--- src/rtl/rr_arbiter8.sv ---
// rr_arbiter8: 8-way round-robin arbiter with a bounded grant tenure.
// A holder keeps the grant while it requests, for at most MAX_HOLD
// consecutive cycles. After that the search restarts one past the holder.
// The holder is re-granted only when nobody else is asking.

// decoder3to8: binary index to one-hot vector.
module decoder3to8 (
   input  logic [2:0] idx,
   output logic [7:0] dec
);

   // Shift a single one into the indexed position.
   always_comb begin
      dec = 8'h00;
      dec[idx] = 1'b1;
   end

endmodule

module rr_arbiter8 #(
   parameter int MAX_HOLD = 16
) (
   input  logic       clk,
   input  logic       rst_n,
   input  logic [7:0] req,
   output logic [7:0] grant,
   output logic [2:0] grant_idx,
   output logic       grant_valid,
   output logic       preempt
);

   // The hold counter needs at least one bit, even when MAX_HOLD is 1.
   localparam int HW = (MAX_HOLD > 1) ? $clog2(MAX_HOLD) : 1;
   localparam logic [HW-1:0] HOLD_LAST = HW'(MAX_HOLD - 1);

   typedef enum logic {
      IDLE  = 1'b0,
      GRANT = 1'b1
   } state_t;

   state_t         state;
   logic [2:0]     ptr;
   logic [HW-1:0]  hcnt;
   logic           win_found;
   logic [2:0]     win_idx;
   logic [7:0]     dec;
   logic           holder_req;
   logic           hold_expired;

   // The search runs ptr+1 .. ptr+8. Iterating from the farthest offset
   // toward the nearest lets the nearest set bit overwrite the others.
   // As a result, index ptr itself is considered last.
   always_comb begin
      win_found = 1'b0;
      win_idx   = 3'd0;
      for (int k = 8; k >= 1; k--) begin
         if (req[ptr + 3'(k)]) begin
            win_found = 1'b1;
            win_idx   = ptr + 3'(k);
         end
      end
   end

   // Current holder status used by the tenure logic.
   always_comb begin
      holder_req   = req[grant_idx];
      hold_expired = (hcnt == HOLD_LAST);
   end

   // While in GRANT, ptr always equals grant_idx because both are loaded with the same winner.
   // Every re-arbitration therefore starts one past the current holder.
   always_ff @(posedge clk) begin
      if (!rst_n) begin
         state       <= IDLE;
         ptr         <= 3'd7;
         hcnt        <= '0;
         grant_idx   <= 3'd0;
         grant_valid <= 1'b0;
         preempt     <= 1'b0;
      end else begin
         preempt <= 1'b0;
         case (state)
            IDLE: begin
               if (win_found) begin
                  state       <= GRANT;
                  ptr         <= win_idx;
                  grant_idx   <= win_idx;
                  grant_valid <= 1'b1;
                  hcnt        <= '0;
               end
            end
            GRANT: begin
               if (holder_req && !hold_expired) begin
                  hcnt <= hcnt + HW'(1);
               end else if (holder_req) begin
                  ptr       <= win_idx;
                  grant_idx <= win_idx;
                  hcnt      <= '0;
                  preempt   <= (win_idx != grant_idx);
               end else if (win_found) begin
                  ptr       <= win_idx;
                  grant_idx <= win_idx;
                  hcnt      <= '0;
               end else begin
                  state       <= IDLE;
                  grant_idx   <= 3'd0;
                  grant_valid <= 1'b0;
                  hcnt        <= '0;
               end
            end
            default: begin
               state       <= IDLE;
               grant_idx   <= 3'd0;
               grant_valid <= 1'b0;
               hcnt        <= '0;
            end
         endcase
      end
   end

   decoder3to8 u_dec (
      .idx (grant_idx),
      .dec (dec)
   );

   // The decoded index is only meaningful while a grant is held.
   always_comb begin
      grant = grant_valid ? dec : 8'h00;
   end

endmodule

--- config.mk ---
export PLATFORM = sky130hd
export DESIGN_NAME = rr_arbiter8
export DESIGN_NICKNAME = d
export VERILOG_FILES = /design/src/rtl/rr_arbiter8.sv
export SDC_FILE = /design/constraint.sdc
export NUM_CORES = 1
export LEC_CHECK = 0
export CAP_MARGIN = 20
export CORE_MARGIN = 4
export CORE_UTILIZATION = 50
export CTS_CLUSTER_SIZE = 24
export DETAILED_ROUTE_END_ITERATION = 10
export MAX_ROUTING_LAYER = met4
export PLACE_DENSITY = 0.8
export SYNTH_ARGS = -nofsm -noshare
export SYNTH_HDL_FRONTEND = slang
export SYNTH_SLANG_ARGS = --single-unit
--- constraint.sdc ---
create_clock -name clk -period 8.05 [get_ports clk]
set_clock_uncertainty 0.2 [all_clocks]
set_input_delay 1.2075 -clock clk [delete_from_list [all_inputs] [get_ports clk]]
set_output_delay 1.2075 -clock clk [all_outputs]
set_load 0.02 [all_outputs]
==> Word-level counts from Yosys, hierarchy flattened <==
Cells that the tools add are included.
{ "op_classes": {"mux": 58, "reduce_logical": 6, "bitwise": 3, "n_eq_ne": 6, "n_addsub": 8, "n_lt_le_gt_ge": 10} }
{ "ops": {"columns": ["op", "count"], "rows": [
  ["2-to-1 mux 3 bit", 15],
  ["less-than comparator 3 x 4 -> 1 bit (second input constant)", 9],
  ["binary-select mux 1 bit (select 3 bit)", 9],
  ["2-to-1 mux 1 bit", 25],
  ["adder 3 bit (second input constant)", 4],
  ["one-hot mux 3 bit (2 select lines)", 2],
  ["2-to-1 mux 4 bit", 2],
  ["2-to-1 mux 8 bit", 1],
  ["!= test 2 bit (second input constant)", 4],
  ["one-hot mux 4 bit (2 select lines)", 1],
  ["adder 3 x 2 -> 3 bit (second input constant)", 2],
  ["adder 4 x 1 -> 4 bit (second input constant)", 1],
  ["equality test 4 bit (second input constant)", 1],
  ["one-hot mux 1 bit (2 select lines)", 2],
  ["AND reduction 4 bit", 1],
  ["OR reduction 4 bit", 1],
  ["adder 3 x 1 -> 3 bit (second input constant)", 1],
  ["demux 1 bit (select 3 bit)", 1],
  ["greater-or-equal comparator 3 x 1 -> 1 bit (second input constant)", 1],
  ["!= test 3 bit", 1],
  ["NOT 1 bit", 3],
  ["logical AND 1 bit", 2],
  ["AND reduction 2 bit", 1],
  ["zero test 1 bit", 1]
]} }
{ "totals": {"word_cells": 97, "output_inout_bits": 13, "input_bits": 10, "ff_bits": 13} }

==> Logic depth before layout (Yosys ltp) <==
Gate-level depths: netlist of run 1.
{ "depth": {"word_depth": 14, "depth_mapped": 12, "depth_no_buf": 9} }

==> By module <==
A second synthesis of run 1 with hierarchy kept.
{ "hier_totals": {"cells_unflattened": 193, "hier_area_um2": 1761.7} }
{ "by_module_without_submodules": {"columns": ["module", "instances", "seq_area_each_um2", "area_each_um2", "cells_each"], "rows": [
  ["rr_arbiter8", 1, 260.2, 1696.6, 185],
  ["decoder3to8", 1, 0.0, 65.1, 8]
]} }

==> Worst setup path after synthesis of run 1 <==
Ideal clock, no wire load.
{ "synth_path": {"path_kind": "reg2reg", "start": "register ptr[0]", "end": "register preempt", "synth_period_minus_slack_ps": 3805, "arrival_time_ps": 3485, "setup_ps": 120, "stages_incl_launch_ff": 13, "path_slack_ps": 4245, "required_time_ps": 7730, "path_buffers": 3, "path_cell_list": "dfxtp_1 -> buf_6 -> clkbuf_1 -> inv_1 -> ha_1 -> clkbuf_1 -> mux4_2 -> mux2_2 -> or4b_1 -> a311o_1 -> o2111ai_2 -> xor2_1 -> o31a_1"} }
{ "synth_between": {"elab_chain_cells": 11, "word_cells_on_any_way": 32, "cone_classes": "7 x add/sub; 1 x eq/ne; 24 x mux"} }
{ "synth_rtl": {"columns": ["item", "line_no", "text"], "rows": [
  ["start, declared", "42", "logic [2:0] ptr;"],
  ["start signal, assigned", "86", "ptr <= win_idx;"],
  ["start signal, assigned", "96", "ptr <= win_idx;"],
  ["start signal, assigned", "101", "ptr <= win_idx;"],
  ["adder 3 bit or binary-select mux 1 bit (select 3 bit) (tied branches)", "57, 59", null],
  ["binary-select mux 1 bit (select 3 bit) or 2-to-1 mux 1 bit (tied branches)", "57", "if (req[ptr + 3'(k)]) begin"],
  ["2-to-1 mux 1 bit (implied by the code) or 2-to-1 mux 3 bit (tied branches)", "57", null],
  ["2-to-1 mux 3 bit (6 in series)", "57", null],
  ["2-to-1 mux 3 bit (*)", "57", null],
  ["!= test 3 bit (*)", "99", "preempt <= (win_idx != grant_idx);"],
  ["end signal, assigned", "99", null],
  ["end, declared", "29", "output logic preempt"]
]} }
Every way passes the cells marked *; elsewhere a longest branch is shown, timed or not. The select of a mux whose other input is x is not followed.
A chain may end at the register's enable or synchronous reset.

==> Final worst setup path of run 1 <==
{ "layout_path": {"start": "register ptr[1]", "end": "register preempt"} }
Same word-level chain as after synthesis.

==> results of run 1 <==
==> how the worst min path moves through the flow <==
stage | from | cells after the start | end
floorplan | hcnt[3] | 2 | hcnt[3]
global placement | hcnt[3] | 2 | hcnt[3]
detailed placement | hcnt[3] | 2 | hcnt[3]
CTS | hcnt[3] | 2 | hcnt[3]
global route | hcnt[3] | 2 | hcnt[3]
finish | hcnt[3] | 2 | hcnt[3]
==> power by group through the flow <==
| stage | Sequential [mW] | Clock (mW) | Combinational, mW |
|---|---|---|---|
| after global placement | 0.129 | 0 | 0.418 |
| final | 0.130 | 0.0401 | 0.442 |
| after global routing | 0.135 | 0.0454 | 0.482 |
| after CTS | 0.130 | 0.0407 | 0.433 |
| after detailed placement | 0.130 | 0 | 0.431 |
| after floorplan | 0.0944 | 0 | 0.375 |
==> synthesized netlist by cell type, drive strengths merged <==
library cell / instances / area (um^2)
a211oi: 1 / 7.51
a21boi: 4 / 30.0
a21oi: 11 / 55.1
a221o: 1 / 10.0
a22oi: 3 / 22.5
a311o: 1 / 10.0
a31oi: 2 / 12.5
a32o: 1 / 10.0
a32oi: 2 / 17.5
and2: 6 / 37.5
buf: 1 / 11.3
clkbuf: 10 / 37.5
clkinv: 1 / 3.75
dfxtp: 13 / 260
ha: 3 / 37.5
inv: 6 / 22.5
maj3: 1 / 10.0
mux2: 8 / 90.1
mux2i: 9 / 90.1
mux4: 8 / 180
nand2: 25 / 93.8
nand2b: 6 / 37.5
nand3: 4 / 20.0
nand4: 3 / 18.8
nor2: 9 / 33.8
nor2b: 5 / 31.3
nor3: 5 / 25.0
nor3b: 1 / 7.51
nor4: 1 / 6.26
o2111ai: 1 / 15.0
o211ai: 5 / 37.5
o21a: 1 / 7.51
o21ai: 7 / 35.0
o221ai: 1 / 8.76
o31a: 1 / 8.76
or3: 1 / 6.26
or4b: 1 / 10.0
xnor2: 1 / 8.76
xor2: 4 / 35.0
==> metal layers <==
metal,vias to the layer above,part of all wire,global-route usage
met5,-,0,-
met4,0,0.019,0.0836
met3,8,0.041,0.0128
met2,53,0.50,0.380
met1,692,0.44,0.296
li1,671,-,-
==> sequential cells by signal, summed over array words and instances (netlist names) <==
| signal | cells |
|---|---|
| grant_idx | 3 |
| grant_valid | 1 |
| hcnt | 4 |
| preempt | 1 |
| ptr | 3 |
| state | 1 |
==> area by class of cell <==
cell class,count,area [um^2],share of cell area
Multi-Input combinational cell,143,1070,0.652
Sequential cell,13,260,0.159
Timing Repair Buffer,22,220,0.134
Tap cell,30,37.5,0.0229
Clock buffer,4,26.3,0.0160
Inverter,7,26.3,0.0160
==> stage by stage <==
step	cell area (um^2)	setup WS [ns]	hold slack (ns)	total power, mW	utilization
final	1640	3.95	0.328	0.613	0.638
after floorplan	1400	4.25	0.271	0.469	-
after CTS	1640	4.00	0.322	0.603	0.638
after detailed placement	1610	3.76	0.308	0.561	0.628
after global placement	1610	3.81	0.285	0.546	0.628
after global routing	1640	3.71	0.340	0.663	0.638
==> critical path, cell delays in order, from the launching register on <==
cell	delay (ns)
dfxtp_1	0.66
clkinv_1	0.38
ha_1	0.60
mux4_2	0.43
mux2_2	0.32
or4b_1	0.54
a311o_1	0.38
o2111ai_2	0.11
xor2_1	0.10
o31a_1	0.28
==> logic make-up after synthesis <==
logic type      share of synthesized area
mux                                 0.257
fa+ha+maj                          0.0339
xor+xnor                           0.0312
simple gates                        0.234
buf+inv                            0.0535
flops                               0.186
compound gates                      0.205
==> cell usage in the layout (no fill, tap or decap), drive strengths merged, types with 3 or more instances in the layout <==
cell           count
nand2             25
clkdlybuf4s50     22
dfxtp             13
a21oi             11
nor2               9
mux2i              9
mux4               8
mux2               8
o21ai              7
inv                6
nand2b             6
and2               6
nor3               5
o211ai             5
nor2b              5
nand3              4
xor2               4
a21boi             4
clkbuf             4
nand4              3
a22oi              3
ha                 3
==> results.sh, run 1 <==
export IMPL_antenna_diode_instance_count=0
export IMPL_wl_per_cell_um=17.4
export IMPL_via_count=1424
export IMPL_worst_endpoint_arrival_ns=4.08
export IMPL_wire_length_of_the_first_global_routing_pass_um=6240
export IMPL_end_kind="flip-flop"
export IMPL_globalplace_congestion=1.06
export IMPL_tritoncts_clock_tree="yes"
export IMPL_core_region_area_um2=2570
export IMPL_synth_unique_cells=39
export IMPL_hold_buffers=0
export IMPL_drt_antenna_violating_nets=0
export IMPL_clock_sinks=13
export IMPL_netlist_instances=174
export IMPL_tritoncts_num_buffers=3
export IMPL_cts_repair_resized=0
export IMPL_detail_route_drc_violations=0
export IMPL_setup_viol=0
export IMPL_synthesis_nets=187
export IMPL_sort_of_element_at_the_start_of_the_critical_path="flip-flop"
export IMPL_ys_seq_area_frac=0.186
export IMPL_rsz0062_at_grt="no"
export IMPL_r2r_setup_slack_ns=3.95
export IMPL_timing_setup_critical_path_class="flip-flop to flip-flop"
export IMPL_floorplan_die_height_um=61.0
export IMPL_numPlacedInstances=215
export IMPL_period_share=0.510
export IMPL_nFillCells=238
export IMPL_power_per_cell_area_nw_per_um2=374
export IMPL_timing_hold_violations_final=0
export IMPL_gr_total_overflow=0
export IMPL_yosysWarnings=0
export IMPL_die_area_um2=3720
export IMPL_chipWidth_um=61.0
export IMPL_floorplan_initialDensity=0.546
export IMPL_outcome="finished clean"
export IMPL_netlist_area_um2=1400
export IMPL_switchingPower_uw=313
export IMPL_irDropWorstVdd_mv=0.237
export IMPL_std_cell_rows=18
export IMPL_finalWorstPathRequiredPeriod_ns=4.10
export IMPL_ys_seq_elements=13
export IMPL_maxSlewHeadroom=0.413
export IMPL_finalWirelength_um=3800
export IMPL_antenna_violations_before_repair=0
export IMPL_h_tree_depth=1
export IMPL_post_synthesis_average_cell_area_um2=8.06
export IMPL_fmax_mhz=244
export IMPL_ctsLongestPathBuffers=2
export IMPL_worst_r2r_path_depth=9
export IMPL_drtPass1Iterations=4
export IMPL_dp_final_hpwl_um=2810
export IMPL_worstReg2RegStart="ptr[1]"
export IMPL_drive_gt1_frac=0.106
export IMPL_clkLatencyLatePin_ns=0.28
export IMPL_cts_root_buffer_type="clkbuf_4"
export IMPL_grt_start_max_net_pins=19
export IMPL_reg2reg_to="preempt"
export IMPL_grt_usage=0.230
export IMPL_number_of_nets_in_the_final_layout=203
export IMPL_cts_setup_buffers=0
export IMPL_tns_ns=0
export IMPL_finish_cell_count_without_fillers=219
export IMPL_report_final_slew_viol_count=0
export IMPL_first_global_vias=1309
export IMPL_combinationalPowerShare=0.722
export IMPL_drt_first_iter_violations=92
export IMPL_static_leakage_power_nw=0.618
export IMPL_seq_power_share=0.213
export IMPL_maxCapViolations=0
export IMPL_critical_path_max_fanout=14
export IMPL_critical_path_required_ns=8.02
export IMPL_worst_slew_pin_slew_ns=0.879
export IMPL_area_growth_synth_to_final_pct=16.8
export IMPL_ios=23
export IMPL_switching_share=0.511
export IMPL_cp_endpoint="preempt"
export IMPL_hold_class="flip-flop to flip-flop"
export IMPL_detail_route_vias_per_cell=6.50
export IMPL_io_buffer_count=22
export IMPL_clk_transition_reported_paths_ns=0.08
export IMPL_worstSetupStartpoint="ptr[1]"
export IMPL_cell_internal_pwr_uw=299
export IMPL_p_clk_frac=0.065
No activity file was read; power rests on OpenSTA's default activity.
==> run 2, diff against run 1 <==
- clock period: 8.05 -> 3.95 ns (I/O delays scaled with it)
==> results.sh, run 2 (synthesis gave the netlist of run 1 again) <==
export IMPL_drive_gt1_frac=0.129
export IMPL_end_kind="flip-flop"
export IMPL_hold_class="flip-flop to flip-flop"
export IMPL_static_leakage_power_nw=0.641
export IMPL_irDropWorstVdd_mv=0.555
export IMPL_cts_root_buffer_type="clkbuf_4"
export IMPL_biggestRegsByFlops="hcnt: 4 flops, grant_idx: 3 flops, ptr: 3 flops"
export IMPL_timing_setup_critical_path_class="input pin to flip-flop"
export IMPL_flip_flop_count_of_the_largest_register_all_copies_and_words_added=4
export IMPL_final_common_cell="nand2_1"
export IMPL_report_final_slew_viol_count=0
export IMPL_setup_viol=0
export IMPL_first_global_vias=1400
export IMPL_die_area_um2=3720
export IMPL_area_growth_synth_to_final_pct=19.4
export IMPL_clk_transition_reported_paths_ns=0.08
export IMPL_drt_antenna_violating_nets=0
export IMPL_floorplan_die_height_um=61.0
export IMPL_core_region_area_um2=2570
export IMPL_h_tree_depth=1
export IMPL_ctsLongestPathBuffers=2
export IMPL_outcome="finished clean"
export IMPL_critical_path_required_ns=3.91
export IMPL_worst_slew_pin_slew_ns=0.606
export IMPL_number_of_nets_in_the_final_layout=208
export IMPL_detail_route_vias_per_cell=6.34
export IMPL_grt_start_max_net_pins=18
export IMPL_tritoncts_clock_tree="yes"
export IMPL_timing_hold_violations_final=0
export IMPL_detail_route_drc_violations=0
export IMPL_gr_total_overflow=0
export IMPL_chipWidth_um=61.0
export IMPL_via_count=1421
export IMPL_largest_register="hcnt"
export IMPL_layout_common_cells="nand2_1, clkdlybuf4s50_1, dfxtp_1, a21oi_1"
export IMPL_std_cell_rows=18
export IMPL_globalplace_congestion=0.939
export IMPL_critical_path_max_fanout=6
export IMPL_tritoncts_num_buffers=3
export IMPL_clock_sinks=13
export IMPL_worst_endpoint_arrival_ns=3.39
export IMPL_fin_ws_ns=0.524
export IMPL_ios=23
export IMPL_floorplan_initialDensity=0.546
export IMPL_cts_repair_resized=0
export IMPL_hold_buffers=0
export IMPL_grt_usage=0.223
export IMPL_sort_of_element_at_the_start_of_the_critical_path="input pin"
export IMPL_cts_setup_buffers=0
export IMPL_period_share=0.867
export IMPL_wl_per_cell_um=16.7
export IMPL_maxSlewHeadroom=0.584
export IMPL_tns_ns=0
export IMPL_fmax_mhz=292
export IMPL_finalWorstPathRequiredPeriod_ns=3.43
export IMPL_rsz0062_at_grt="no"
export IMPL_antenna_violations_before_repair=0
export IMPL_dp_final_hpwl_um=2850
export IMPL_maxCapViolations=0
export IMPL_io_buffer_count=22
export IMPL_wire_length_of_the_first_global_routing_pass_um=6230
export IMPL_finalWirelength_um=3740
export IMPL_power_per_cell_area_nw_per_um2=752
export IMPL_nFillCells=224
export IMPL_drtPass1Iterations=4
export IMPL_setup_slack_after_placement_ns=0.275
export IMPL_antenna_diode_instance_count=0
export IMPL_clkLatencyLatePin_ns=0.27
export IMPL_drt_first_iter_violations=133
## run 2: changes by cell type in the layout (fill, tap and decap cells not counted), sizes merged
cell | before | now
buf | 0 | 5
## run 2: path summary, 6_finish.rpt
path | slack (ns) | to | cells past startpoint | startpoint
worst min-delay path | 0.34 | hcnt[3] | 2 | hcnt[3]
worst max-delay path | 0.52 | preempt | 8 | req[0]
worst max register to register | 0.64 | preempt | 9 | ptr[1]
worst min register to register | 0.34 | hcnt[3] | 2 | hcnt[3]
## run 2: cell type report
cell class,instances,area [um^2],share of cell area
timing repair buffer,27,258,0.154
clock buffer,4,26.3,0.0157
sequential,13,260,0.155
inverter,7,26.3,0.0157
tap,30,37.5,0.0224
multi-input combinational,143,1070,0.637
## run 2: routing by layer
layer | track usage | part of all wire
met2 | 0.365 | 0.52
met4 | 0.0774 | 0.0075
met3 | 0.0170 | 0.055
met5 | - | 0
met1 | 0.289 | 0.42
## run 2: critical path, cell delays in order
cell and delay (ns):
clkdlybuf4s50_1 0.52, mux4_2 0.58, mux2_2 0.32, or4b_1 0.52, a311o_1 0.38, o2111ai_2 0.10, xor2_1 0.09, o31a_1 0.29
## run 2: per-stage QoR
step	power [mW]	instances	hold slack, ns	cell area (um^2)	util
final	1.26	224	0.339	1680	0.653
after global routing	1.37	224	0.368	1680	0.653
after CTS	1.25	224	0.338	1680	0.653
after detailed placement	1.16	220	0.318	1650	0.642
after global placement	1.14	220	0.299	1650	0.642
after floorplan	0.957	174	0.271	1400	-
## run 2: where the power goes
| group | switching [mW] | total (mW) | internal, mW |
|---|---|---|---|
| Combinational | 0.551 | 0.983 | 0.432 |
| Clock | 0.0383 | 0.0773 | 0.0390 |
| Sequential | 0.0389 | 0.199 | 0.160 |
| Total | 0.628 | 1.26 | 0.631 |
==> run 3, diff against run 2 <==
--- a/config.mk
+++ b/config.mk
@@ -6,4 +6,5 @@
 export NUM_CORES = 1
 export LEC_CHECK = 0
+export ABC_AREA = 1
 export CAP_MARGIN = 20
 export CORE_MARGIN = 4
==> constraint.sdc (replaced) <==
create_clock -name clk -period 3.95 [get_ports clk]
set_clock_uncertainty 0.2 [all_clocks]
set_input_delay 0.79 -clock clk [delete_from_list [all_inputs] [get_ports clk]]
set_output_delay 0.79 -clock clk [all_outputs]
set_load 0.02 [all_outputs]
==> results.sh, run 3 <==
export IMPL_synthesis_nets=252
export IMPL_worst_slew_pin_slew_ns=0.428
export IMPL_netlist_area_um2=1360
export IMPL_static_leakage_power_nw=0.769
export IMPL_drt_first_iter_violations=143
export IMPL_cts_setup_buffers=0
export IMPL_number_of_nets_in_the_final_layout=274
export IMPL_chipWidth_um=60.2
export IMPL_clkLatencyLatePin_ns=0.28
export IMPL_fmax_mhz=346
export IMPL_area_growth_synth_to_final_pct=17.5
export IMPL_worst_r2r_path_depth=18
export IMPL_floorplan_die_height_um=60.2
export IMPL_layout_common_cells="nand2_1, nand3_1, clkdlybuf4s50_1, nor2_1, inv_1"
export IMPL_cts_root_buffer_type="clkbuf_4"
export IMPL_worstReg2RegStart="ptr[0]"
export IMPL_floorplan_initialDensity=0.534
export IMPL_clock_sinks=13
export IMPL_cp_endpoint="preempt"
export IMPL_grt_start_max_net_pins=13
export IMPL_via_count=1567
export IMPL_switchingPower_uw=912
export IMPL_timing_hold_violations_final=0
export IMPL_finalWirelength_um=3500
export IMPL_flip_flop_count_of_the_largest_register_all_copies_and_words_added=4
export IMPL_holdCritStartpoint="hcnt[3]"
export IMPL_ys_seq_elements=13
export IMPL_hold_buffers=0
export IMPL_tritoncts_clock_tree="yes"
export IMPL_clk_transition_reported_paths_ns=0.07
export IMPL_drtPass1Iterations=4
export IMPL_first_global_vias=1382
export IMPL_worstSetupStartpoint="ptr[0]"
export IMPL_switching_share=0.590
export IMPL_maxSlewHeadroom=0.714
export IMPL_netlist_area_leader_share=0.213
export IMPL_period_share=0.732
export IMPL_critical_path_top_cell_by_count="nand2_1"
export IMPL_ys_seq_area_frac=0.191
export IMPL_drt_antenna_violating_nets=0
export IMPL_globalplace_congestion=0.971
export IMPL_synth_unique_cells=27
export IMPL_worst_endpoint_arrival_ns=2.87
export IMPL_final_common_cell="nand2_1"
export IMPL_power_per_cell_area_nw_per_um2=966
export IMPL_tns_ns=0
export IMPL_seq_power_share=0.153
export IMPL_core_region_area_um2=2540
export IMPL_post_synth_top_count_cell="nand2_1"
export IMPL_outcome="finished clean"
export IMPL_irDropWorstVdd_mv=0.607
export IMPL_biggestRegsByFlops="hcnt: 4 flops, grant_idx: 3 flops, ptr: 3 flops"
export IMPL_critical_path_required_ns=3.93
export IMPL_synth_edf_count=0
export IMPL_largest_register="hcnt"
export IMPL_area_sequential_um2=260
export IMPL_end_kind="flip-flop"
export IMPL_maxCapViolations=0
export IMPL_dp_final_hpwl_um=2810
export IMPL_rsz0062_at_grt="no"
export IMPL_critical_path_max_fanout=12
export IMPL_r2r_setup_slack_ns=1.06
export IMPL_antenna_violations_before_repair=0
export IMPL_drive_gt1_frac=0.119
export IMPL_wire_length_of_the_first_global_routing_pass_um=5830
export IMPL_combinationalPowerShare=0.793
export IMPL_detail_route_drc_violations=0
export IMPL_netlist_instances=239
export IMPL_ios=23
export IMPL_yosys_top_cells_count="nand2_1, nand3_1, nor2_1"
export IMPL_grt_usage=0.214
export IMPL_area_of_combinational_cells_with_multiple_inputs_um2=938
export IMPL_cells_on_worst_hold_path=2
export IMPL_antenna_diode_instance_count=0
export IMPL_wl_per_cell_um=12.1
export IMPL_finish_instance_area_um2=1600
export IMPL_io_buffer_count=22
export IMPL_reg2reg_to="preempt"
export IMPL_ctsLongestPathBuffers=2
export IMPL_sort_of_element_at_the_start_of_the_critical_path="flip-flop"
export IMPL_cts_repair_resized=0
export IMPL_std_cell_rows=18
export IMPL_path_cells="inv_2 > ha_1 > inv_2 > nand3_1 > nand3_1 > nand2_1 > inv_2 > nand2_1 > nand2_2 > nand2_1 > nand2_1 > nand3_1 > nand2_1 > nand2_1 > nor2_1 > nand3_1 > nand2_1 > inv_1"
export IMPL_critical_path_top_delay_family="simple AND/OR/NAND/NOR gates"
export IMPL_cp_slowest_stage_delay_ns=0.58
export IMPL_cp_num_buf_inv=4
export IMPL_synth_flop_type="dfxtp_1"
export IMPL_timing_setup_critical_path_class="flip-flop to flip-flop"
export IMPL_crit_cells=18
export IMPL_nFillCells=243
export IMPL_report_final_slew_viol_count=0
export IMPL_placedInstanceArea_um2=1570
export IMPL_synthDominantAreaCellType="nand2_1"
export IMPL_post_synthesis_average_cell_area_um2=5.69
export IMPL_tritoncts_num_buffers=3
export IMPL_h_tree_depth=1
export IMPL_detail_route_vias_per_cell=5.40
export IMPL_hold_class="flip-flop to flip-flop"
export IMPL_critical_path_slowest_cell="dfxtp_1"
export IMPL_setup_viol=0
export IMPL_die_area_um2=3620
export IMPL_finalWorstPathRequiredPeriod_ns=2.89
export IMPL_synth_async_sr_flop_share=0
export IMPL_p_clk_frac=0.053
export IMPL_gr_total_overflow=0
export IMPL_yosysWarnings=0
export IMPL_yosys_top_cells_area="nand2_1, dfxtp_1, nand3_1"
export IMPL_cell_internal_pwr_uw=633
-- run 3: metal layers --
metal  global-route usage  part of all wire  up-vias
met5                    -                 0        -
met3               0.0130             0.043        9
li1                     -                 -      818
met4               0.0665             0.015        0
met2                0.335              0.44       57
met1                0.293              0.50      683
-- run 3: worst min path at each step --
stage	slack, ns	to
after global placement	0.26	hcnt[3]
after CTS	0.27	hcnt[3]
final	0.27	hcnt[3]
after global routing	0.29	hcnt[3]
after detailed placement	0.26	hcnt[3]
after floorplan	0.24	hcnt[3]
-- run 3: worst min-delay path, stage by stage, from the launching register on --
cell,delay [ns]
dfxtp_1,0.31
nand2_1,0.06
a21oi_1,0.05
-- run 3: kinds of logic (layout without fill, tap and decap cells) --
group,after synthesis,in the layout,share of synthesized area
AO/OA/AOI/OAI,25,25,0.105
XOR/XNOR,4,4,0.0258
adder cells (fa/ha/maj),3,3,0.0276
buffers and inverters,35,56,0.119
flip-flops,13,13,0.191
AND/OR/NAND/NOR,159,159,0.532
-- run 3: area by class of cell --
cell class | instances | share of cell area
Multi-Input combinational cell | 191 | 0.587
Sequential cell | 13 | 0.163
Timing Repair Buffer | 22 | 0.138
Inverter | 30 | 0.0720
Tap cell | 30 | 0.0235
Clock buffer | 4 | 0.0164
-- run 3: power by group through the flow --
stage | combinational [mW] | clock [mW] | sequential, mW
detailed placement | 1.21 | 0 | 0.238
floorplan | 1.03 | 0 | 0.204
CTS | 1.22 | 0.0836 | 0.235
finish | 1.23 | 0.0825 | 0.236
global placement | 1.20 | 0 | 0.238
global route | 1.39 | 0.0870 | 0.244
-- run 3: stage by stage --
stage	hold WS, ns	instances	setup slack [ns]	power (mW)	utilization
floorplan	0.243	239	1.66	1.23	-
global placement	0.256	286	1.02	1.44	0.618
detailed placement	0.260	286	1.03	1.45	0.618
CTS	0.271	290	1.08	1.53	0.628
global route	0.290	290	0.712	1.72	0.628
finish	0.268	290	1.06	1.54	0.628
